<file path="config.mk">
export PLATFORM = sky130hd
export DESIGN_NAME = reg_writeback_ctrl
export DESIGN_NICKNAME = d
export VERILOG_FILES = /design/src/rtl/rv64_pkg.sv /design/src/rtl/wb_fifo.sv /design/src/rtl/reg_writeback_ctrl.sv
export SDC_FILE = /design/constraint.sdc
export NUM_CORES = 1
export LEC_CHECK = 0
export ABC_AREA = 1
export ABC_CLOCK_PERIOD_IN_PS = 10600
export CAP_MARGIN = 15
export CORE_UTILIZATION = 60
export CTS_BUF_LIST = sky130_fd_sc_hd__clkbuf_8
export DETAILED_ROUTE_END_ITERATION = 10
export GPL_ROUTABILITY_DRIVEN = 0
export PLACE_DENSITY = 0.88
export SLEW_MARGIN = 0
export SYNTH_ARGS = -nofsm -noshare
export SYNTH_HDL_FRONTEND = slang
export SYNTH_HIERARCHICAL = 1
export SYNTH_SLANG_ARGS = --single-unit
export TNS_END_PERCENT = 10
</file>
<file path="constraint.sdc">
create_clock -name clock -period 10.6 [get_ports clock]
set_input_delay 3.18 -clock clock [delete_from_list [all_inputs] [get_ports clock]]
set_output_delay 3.18 -clock clock [all_outputs]
set_load 0.01 [all_outputs]
</file>
<file path="src/rtl/rv64_pkg.sv">
// Shared RV64 core definitions: data width, register addressing and
// the write-back payload carried from execute/memory to the register file.
package rv64_pkg;

    localparam int unsigned XLEN       = 64;
    localparam int unsigned REG_ADDR_W = 5;
    localparam int unsigned NUM_REGS   = 32;

    typedef struct packed {
        logic [REG_ADDR_W-1:0] rd;
        logic [XLEN-1:0]       data;
    } wb_entry_t;

endpackage

</file>
<file path="src/rtl/wb_fifo.sv">
// Synchronous FIFO of write-back entries; a push is refused while full even if
// a pop happens on the same edge.
module wb_fifo
    import rv64_pkg::*;
#(
    parameter int unsigned DEPTH = 4,
    localparam int unsigned PTR_W = (DEPTH > 1) ? $clog2(DEPTH) : 1,
    localparam int unsigned CNT_W = PTR_W + 1
) (
    input  logic             clock,
    input  logic             reset,
    input  logic             push,
    input  logic             pop,
    input  wb_entry_t        din,
    output wb_entry_t        dout,
    output logic             full,
    output logic             empty,
    output logic [CNT_W-1:0] count
);

    wb_entry_t        mem [DEPTH];
    logic [PTR_W-1:0] wr_ptr;
    logic [PTR_W-1:0] rd_ptr;
    logic             push_ok;
    logic             pop_ok;

    assign full    = (count == CNT_W'(DEPTH));
    assign empty   = (count == '0);
    assign push_ok = push && !full;
    assign pop_ok  = pop && !empty;
    assign dout    = mem[rd_ptr];

    // Pointers wrap naturally because DEPTH is a power of two.
    always_ff @(posedge clock or posedge reset) begin
        if (reset) begin
            wr_ptr <= '0;
            rd_ptr <= '0;
            count  <= '0;
        end else begin
            if (push_ok) wr_ptr <= wr_ptr + PTR_W'(1);
            if (pop_ok)  rd_ptr <= rd_ptr + PTR_W'(1);
            case ({push_ok, pop_ok})
                2'b10:   count <= count + CNT_W'(1);
                2'b01:   count <= count - CNT_W'(1);
                default: count <= count;
            endcase
        end
    end

    // Storage needs no reset: the pointers alone define which entries are live.
    always_ff @(posedge clock) begin
        if (push_ok) mem[wr_ptr] <= din;
    end

endmodule

</file>
<file path="src/rtl/reg_writeback_ctrl.sv">
// Arbitrates ALU and queued load results onto the register-file write port and
// tracks registers with outstanding writes for decode's RAW stall logic.
module reg_writeback_ctrl
    import rv64_pkg::*;
#(
    parameter int unsigned XLEN     = rv64_pkg::XLEN,
    parameter int unsigned NUM_REGS = rv64_pkg::NUM_REGS,
    parameter int unsigned LQ_DEPTH = 4
) (
    input  logic                  clock,
    input  logic                  reset,
    input  logic                  alu_valid,
    output logic                  alu_ready,
    input  logic [REG_ADDR_W-1:0] alu_rd,
    input  logic [XLEN-1:0]       alu_data,
    input  logic                  load_valid,
    output logic                  load_ready,
    input  logic [REG_ADDR_W-1:0] load_rd,
    input  logic [XLEN-1:0]       load_data,
    input  logic                  issue_valid,
    input  logic [REG_ADDR_W-1:0] issue_rd,
    output logic                  regwrite,
    output logic [REG_ADDR_W-1:0] write_reg,
    output logic [XLEN-1:0]       write_data,
    output logic [NUM_REGS-1:0]   busy_mask
);

    localparam int unsigned CNT_W = $clog2(LQ_DEPTH) + 1;

    wb_entry_t             lq_head;
    wb_entry_t             load_entry;
    wb_entry_t             sel_entry;
    logic                  lq_full;
    logic                  lq_empty;
    logic [CNT_W-1:0]      lq_count;
    logic                  lq_pop;
    logic                  sel_valid;
    logic                  regwrite_d;
    logic [REG_ADDR_W-1:0] write_reg_d;
    logic [XLEN-1:0]       write_data_d;
    logic [NUM_REGS-1:0]   busy_d;

    assign load_entry = '{rd: load_rd, data: load_data};

    wb_fifo #(.DEPTH(LQ_DEPTH)) u_load_q (
        .clock (clock),
        .reset (reset),
        .push  (load_valid),
        .pop   (lq_pop),
        .din   (load_entry),
        .dout  (lq_head),
        .full  (lq_full),
        .empty (lq_empty),
        .count (lq_count)
    );

    // Readiness depends only on the queue occupancy, never on the valids.
    assign load_ready = (lq_count != CNT_W'(LQ_DEPTH));
    assign alu_ready  = (lq_count != CNT_W'(LQ_DEPTH));

    // A full queue always drains so the ALU cannot starve loads.
    always_comb begin
        lq_pop    = 1'b0;
        sel_valid = 1'b0;
        sel_entry = lq_head;
        if (lq_full) begin
            lq_pop    = 1'b1;
            sel_valid = 1'b1;
        end else if (alu_valid) begin
            sel_valid = 1'b1;
            sel_entry = '{rd: alu_rd, data: alu_data};
        end else if (!lq_empty) begin
            lq_pop    = 1'b1;
            sel_valid = 1'b1;
        end
    end

    // Next write-port values and scoreboard; a same-edge set beats the clear.
    always_comb begin
        regwrite_d   = sel_valid && (sel_entry.rd != '0);
        write_reg_d  = write_reg;
        write_data_d = write_data;
        if (sel_valid) begin
            write_reg_d  = sel_entry.rd;
            write_data_d = sel_entry.data;
        end
        busy_d = busy_mask;
        if (regwrite)                           busy_d[write_reg] = 1'b0;
        if (issue_valid && (issue_rd != '0))    busy_d[issue_rd]  = 1'b1;
        busy_d[0] = 1'b0;
    end

    always_ff @(posedge clock or posedge reset) begin
        if (reset) begin
            regwrite   <= 1'b0;
            write_reg  <= '0;
            write_data <= '0;
            busy_mask  <= '0;
        end else begin
            regwrite   <= regwrite_d;
            write_reg  <= write_reg_d;
            write_data <= write_data_d;
            busy_mask  <= busy_d;
        end
    end

endmodule

</file>
==> summary.md, run 1 <==
| Metric | Value |
|---|---|
| CP arrival | `5600 ps` |
| Worst slew margin | `24.3%` |
| Fmax | `185 MHz` |
| Max reg flops | `276` |
| Layout Nets | `1789` |
| Vias | `11400` |
| Footprint of the multi-input gates | `4080 um^2` |
| # hold bufs at CTS | `0` |
| Worst setup EP type | `flip-flop` |
| Fill count | `1648` |
| Die Y | `166 um` |
| Outcome | `complete, but fails checks` |
| Top routing layer used | `met5` |
| Register Area | `11000 um^2` |
| Tightest Pin Transition | `1130 ps` |
| Routed WL | `37.6 mm` |
| GR Util All Layers | `27.4%` |
| Placed Area | `18700 um^2` |
| Post-CTS Repair Setup Buffers | `0` |
| Final setup violation count | `0` |
| P_leak | `8.20 nW` |
| Clock Pin Slew Worst Setup and Hold Paths | `60 ps` |
| Largest net degree at the start of global routing | `145` |
| CTS resizes | `0` |
| Worst VDD drop | `155 uV` |
| Num CTS Buffers | `57` |
| Clk Latency, worst-skew pair | `590 ps` |
| H-tree depth | `2` |
| Drt pass-1 iters | `10` |
| Slew Viols, Final | `0` |
| Core footprint | `26300 um^2` |
| Crit Path Max Fanout | `38` |
| Gate Count Post-Synth | `1392` |
| Commonest non-fill, non-tap cell in the layout | `nand2_1` |
| Worst reg2reg setup slack | `7240 ps` |
| Worst Path Required | `10800 ps` |
| Setup_tns | `0 ps` |
| Final Cell Area | `19900 um^2` |
| PwrDens | `274 nW/um^2` |
| FF-to-FF End | `write_reg[3]$_DFFE_PP0P_` |
| Period utilization | `51.0%` |
| ANT nets after route | `0` |
| Post-synthesis sequential area ratio | `67.8%` |
| # diodes | `0` |
| Mapped cell area | `16200 um^2` |
| Total congestion overflow | `0` |
| Hold Path Class | `reg2reg` |
| CTS tree | `done` |
| # rows | `59` |
| Synth area leaders | `edfxtp_1 (51%), dfrtp_1 (17%), nand2_1 (7.6%), o211ai_1 (6.4%), inv_1 (3.9%)` |
| Vias per Instance | `5.64` |
| Startpoint types | `input port` |
| Number of global-route vias before repair | `11400` |
| Iter 0 DRT Violations | `1150` |
| Global-route wire length before repair | `59.0 mm` |
| RSZ-0062 raised after global routing | `no` |
| Fin util | `75.8%` |
| Drc violations | `20` |
| Post-synth top area cell | `edfxtp_1` |
| Critical path type | `in2reg` |
| Clock root buffer master | `clkbuf_8` |
| IO buf count | `250` |
| WL/cell | `18.6 um` |
| FF-to-FF Start | `u_load_q/count[0]$_DFFE_PP0P_` |
| Power Total | `5.46 mW` |
| Reg2reg path depth | `10` |
| CP Launch Point | `load_valid` |
| Failing checks | `design-rule violations` |
| Met3 wire len | `2.87 mm` |
| Wire length on met2 | `19.0 mm` |
| Worst Setup EP | `u_load_q/mem[3][21]$_DFFE_PP_` |
| Largest register by flop count | `u_load_q/mem` |
| CTS Buffer Depth | `3` |
| Synth warn | `6` |
| CTS Sinks | `384` |
| Avg Cell Area, Syn | `11.7 um^2` |
| Antenna violations before repair | `2` |
| Synthesized net count | `1546` |
| Die W | `166 um` |
| Number of distinct library cells after synthesis | `25` |
| DRT met1 WL | `14.7 mm` |
| Most frequent cells in the layout | `nand2_1 (329), edfxtp_1 (276), clkdlybuf4s50_1 (249)` |
| Clock Skews | `25.2 ps` |
| Proportion of layout cells with a drive suffix above 1 | `11.2%` |
| Biggest regs | `u_load_q/mem (276), write_data (64), busy_mask (31)` |
| Final hold violations | `0` |
| MaxCap Viol Count | `0` |
| Initial Utilization | `61.7%` |
| Post-DP HPWL | `22.8 mm` |
| Synth top area share | `51.1%` |
| Die ar. | `27700 um^2` |
| Synth Register Bits | `384` |
| Ports | `252` |
| Period minus WS final | `5400 ps` |
| Hold_ws | `499 ps` |
| Area Growth Syn to Fin | `22.9%` |
## stage by stage
step	worst slack [ps]	std cells
global route	5120	2019
global placement	4690	1910
CTS	5190	2018
floorplan	3890	1392
finish	5200	2019
detailed placement	4610	1910
## cells by family after synthesis
family          synth area share [%]
fa+ha+maj                      0.509
buf+inv                         7.27
flops                           67.8
simple gates                    15.8
compound gates                  8.53
other cells                   0.0231
xor+xnor                      0.0540
## final cells by class
type / count / share of cell area (%)
clock buffer: 73 / 5.04
tap: 335 / 2.10
multi-input combinational: 759 / 20.5
timing repair buffer: 261 / 13.1
inverter: 172 / 3.31
clock inverter: 35 / 0.866
sequential: 384 / 55.2
## synthesized netlist by cell type (all sizes together)
cell type / number
conb: 1
clkbuf: 11
edfxtp: 276
ha: 5
nand2: 372
o211ai: 139
xnor2: 1
buf: 66
nand3: 163
fa: 1
nor2: 8
o21ai: 68
nand4: 1
inv: 172
dfrtp: 108
## per-layer routing
metal / GRT usage [%] / vias to the layer above
met5: 0 / -
met4: 11.0 / 4
met3: 5.05 / 98
met2: 47.7 / 526
met1: 33.8 / 5468
li1: - / 5293
## worst min-delay path by stage
stage          slack, ps  cells past startpoint                       endpoint                          start
2_1_floorplan        470                      1  u_load_q/count[0]$_DFFE_PP0P_  u_load_q/count[0]$_DFFE_PP0P_
3_3_place_gp         480                      2      write_data[7]$_DFFE_PP0P_      write_data[7]$_DFFE_PP0P_
3_5_place_dp         480                      2      write_data[4]$_DFFE_PP0P_      write_data[4]$_DFFE_PP0P_
4_1_cts              500                      2      write_data[9]$_DFFE_PP0P_      write_data[9]$_DFFE_PP0P_
5_1_grt              510                      2     write_data[14]$_DFFE_PP0P_     write_data[14]$_DFFE_PP0P_
6_report             500                      2     write_data[63]$_DFFE_PP0P_     write_data[63]$_DFFE_PP0P_
## critical path, cell delays in order
cell and delay, ps:
clkdlybuf4s50_1 500, nand2_1 280, nor2_4 950, buf_4 640
## power by group
group / switching, mW / internal [mW]
sequential: 0.186 / 2.06
clock: 0.551 / 0.642
combinational: 1.24 / 0.790
total: 1.98 / 3.49
(Power assumes the default switching activity.)
==> run 2: changes to the inputs <==
- ABC_CLOCK_PERIOD_IN_PS: 10600 -> 4600
- CORE_UTILIZATION: 60 -> 50
- PLACE_DENSITY: 0.88 -> 0.78
- clock period: 10.6 -> 4.6 ns (I/O delays scaled with it)
==> run 2 against run 1 <==
The flow now finishes without violations. Global-route usage down 5.5 points. Wire length down 5.0%. Cell count up 3.6%. Flip-flop and latch count unchanged. Register-to-register slack worse by 5800 ps. Via count down 2.7%. Clock-buffer cell count down 9. Sequential share of layout area down 0.71 points. Clock power rose to 2.6 times the previous value. Worst hold slack worse by 2.0 ps. Utilization down 12 points. Die area up 20%.
==> summary.md, run 2 (synthesis gave the netlist of run 1 again) <==
| Metric | Value |
|---|---|
| FF-to-FF End | `u_load_q/count[1]$_DFFE_PP0P_ (was write_reg[3]$_DFFE_PP0P_)` |
| Largest register by flop count | `u_load_q/mem (unchanged)` |
| Die Y | `182 um (was 166 um)` |
| Buf/Inv on CP | `6 (was 2)` |
| IO buf count | `250 (unchanged)` |
| Crit Path Max Fanout | `70 (was 38)` |
| Clock Skews | `17.3 ps (was 25.2 ps)` |
| GR peak layer | `met2 (unchanged)` |
| FF-to-FF Start | `u_load_q/count[0]$_DFFE_PP0P_ (unchanged)` |
| Slew Viols, Final | `0 (unchanged)` |
| Vias per Instance | `5.30 (was 5.64)` |
| P_leak | `8.26 nW (was 8.20 nW)` |
| Antenna violations before repair | `4 (was 2)` |
| Critical path type | `reg2reg (was in2reg)` |
| Worst setup EP type | `flip-flop (unchanged)` |
| # rows | `65 (was 59)` |
| Period minus WS final | `3210 ps` |
| Initial Utilization | `51.1% (was 61.7%)` |
| Dpl cells | `1980 (was 1910)` |
| Worst VDD drop | `484 uV (was 155 uV)` |
| Die W | `182 um (was 166 um)` |
| Area Growth Syn to Fin | `24.5% (was 22.9%)` |
| Largest net degree at the start of global routing | `158 (was 145)` |
| Met3 Use GR | `4.73% (was 5.05%)` |
| Worst Hold End | `write_data[58]$_DFFE_PP0P_ (was write_data[63]$_DFFE_PP0P_)` |
| Layout Cells excl Fill | `2092 (was 2019)` |
| Number of global-route vias before repair | `11000 (was 11400)` |
| M1 GR Usage | `27.4% (was 33.8%)` |
| WL/cell | `17.1 um (was 18.6 um)` |
| Max reg flops | `276 (unchanged)` |
| Fill count | `2336 (was 1648)` |
| CTS Buffer Depth | `3 (unchanged)` |
| Post-CTS Repair Setup Buffers | `0 (unchanged)` |
| # hold bufs at CTS | `0 (unchanged)` |
| CTS tree | `done (unchanged)` |
| CP peak stage delay | `570 ps (was 950 ps)` |
| PwrDens | `635 nW/um^2 (was 274 nW/um^2)` |
| Worst reg2reg setup slack | `1390 ps (was 7240 ps)` |
| Fmax | `312 MHz` |
| CP top delay family | `buffers and inverters (was simple AND/OR/NAND/NOR gates)` |
| Slowest CP cell | `inv_4 (was nor2_4)` |
| Worst Path Required | `5110 ps (was 10800 ps)` |
| Drt pass-1 iters | `8 (was 10)` |
| Clk Latency, worst-skew pair | `590 ps (about the same)` |
| Power Total | `12.8 mW (was 5.46 mW)` |
| GRT met2 Usage | `37.8% (was 47.7%)` |
| Layout Nets | `1793 (was 1789)` |
| Tightest Pin Transition | `841 ps (was 1130 ps)` |
| CP most frequent cell | `inv_1` |
| Setup_tns | `0 ps (unchanged)` |
| Clock Pin Slew Worst Setup and Hold Paths | `60 ps (about the same)` |
| Final setup violation count | `0 (unchanged)` |
| Vias | `11100 (was 11400)` |
| Proportion of layout cells with a drive suffix above 1 | `11.7% (was 11.2%)` |
| ANT nets after route | `0 (unchanged)` |
| Drc violations | `0 (was 20)` |
| Clock root buffer master | `clkbuf_8 (unchanged)` |
| Post-DP HPWL | `21.8 mm (was 22.8 mm)` |
| Outcome | `completed (was complete, but fails checks)` |
| Die ar. | `33200 um^2 (was 27700 um^2)` |
| Global-route wire length before repair | `57.0 mm (was 59.0 mm)` |
| Biggest regs | `u_load_q/mem (276), write_data (64), busy_mask (31) (unchanged)` |
| Total congestion overflow | `0 (unchanged)` |
| GR Util All Layers | `21.8% (was 27.4%)` |
| Hold Startpoint | `write_data[58]$_DFFE_PP0P_ (was write_data[63]$_DFFE_PP0P_)` |
| Startpoint types | `flip-flop (was input port)` |
| Period utilization | `69.7%` |
| Core footprint | `31700 um^2 (was 26300 um^2)` |
| MaxCap Viol Count | `0 (unchanged)` |
| CTS resizes | `0 (unchanged)` |
| Num CTS Buffers | `59 (was 57)` |
| Ports | `252 (unchanged)` |
| Reg2reg path depth | `13 (was 10)` |
| CP arrival | `3720 ps (was 5600 ps)` |
| Commonest non-fill, non-tap cell in the layout | `nand2_1 (unchanged)` |
| Routed WL | `35.8 mm (was 37.6 mm)` |
| Hold Path Class | `reg2reg (unchanged)` |
| Iter 0 DRT Violations | `616 (was 1150)` |
| Most frequent cells in the layout | `nand2_1 (329), edfxtp_1 (276), clkdlybuf4s50_1 (249) (unchanged)` |
| H-tree depth | `2 (unchanged)` |
| Worst slew margin | `43.9% (was 24.3%)` |
| Hold Path Depth | `2 (unchanged)` |
| CTS Sinks | `384 (unchanged)` |
| RSZ-0062 raised after global routing | `no (unchanged)` |
| Final hold violations | `0 (unchanged)` |
| Crit path cell chain | `inv_1 > nand3_1 > inv_1 > inv_4 > nand2_4 > nand2_2 > clkinv_2 > nand2_1 > inv_1 > ha_1 > inv_1 > fa_1 > o21ai_0 (was clkdlybuf4s50_1 > nand2_1 > nor2_4 > buf_4)` |
[run 2: cell count changes in the layout (fill, tap and decap cells not counted), moves of 3 or more]
cell,delta
buf_12,+5
buf_4,-3
bufinv_16,+7
clkbuf_8,-9
clkinv_1,+4
clkinv_2,+9
inv_1,-8
[run 2: how the worst max path moves through the flow]
stage,start,cells after the start,end
floorplan,load_valid,2,u_load_q/mem[0][0]$_DFFE_PP_
global placement,load_valid,9,u_load_q/count[2]$_DFFE_PP0P_
detailed placement,alu_valid,10,u_load_q/count[1]$_DFFE_PP0P_
CTS,u_load_q/count[0]$_DFFE_PP0P_,13,u_load_q/count[1]$_DFFE_PP0P_
global route,u_load_q/count[1]$_DFFE_PP0P_,13,u_load_q/count[1]$_DFFE_PP0P_
finish,u_load_q/count[0]$_DFFE_PP0P_,13,u_load_q/count[1]$_DFFE_PP0P_
[run 2: final cells by class]
class	count	area [um^2]	area share, %
clock buffer	64	881	4.36
sequential	384	11000	54.5
tap	402	503	2.49
clock inverter	47	414	2.05
timing repair buffer	263	2660	13.2
inverter	172	659	3.27
multi-input combinational	759	4080	20.2
antenna	1	2.50	0.0124
[run 2: where the power goes]
group / internal (mW) / leakage, nW / switching (mW) / total [mW]
logic: 1.82 / 3.73 / 2.73 / 4.56
clock network: 1.74 / 0.712 / 1.31 / 3.05
registers: 4.73 / 3.81 / 0.473 / 5.21
total: 8.30 / 8.26 / 4.51 / 12.8
[run 2: worst min-delay path, delay by kind of cell (launching register included)]
| kind | cells | cell delay (ps) |
|---|---|---|
| flip-flops | 1 | 340 |
| AND/OR/NAND/NOR | 2 | 130 |
[run 2: metal layers]
layer  vias to the layer above  part of all wire, %
met4                         4                  2.1
met1                      5310                   41
met3                        64                  7.1
met5                         -                0.064
li1                       5290                    -
met2                       410                   49
[run 2: metrics by stage]
step                instance area (um^2)  utilization [%]  hold slack [ps]  setup slack, ps
finish                             20200             63.6              497             1390
global route                       20200             63.6              520             1140
CTS                                20200             63.6              501             1370
detailed placement                 18900             59.6              482             1270
global placement                   18900             59.6              479             1330
floorplan                          16200                -              468             -309
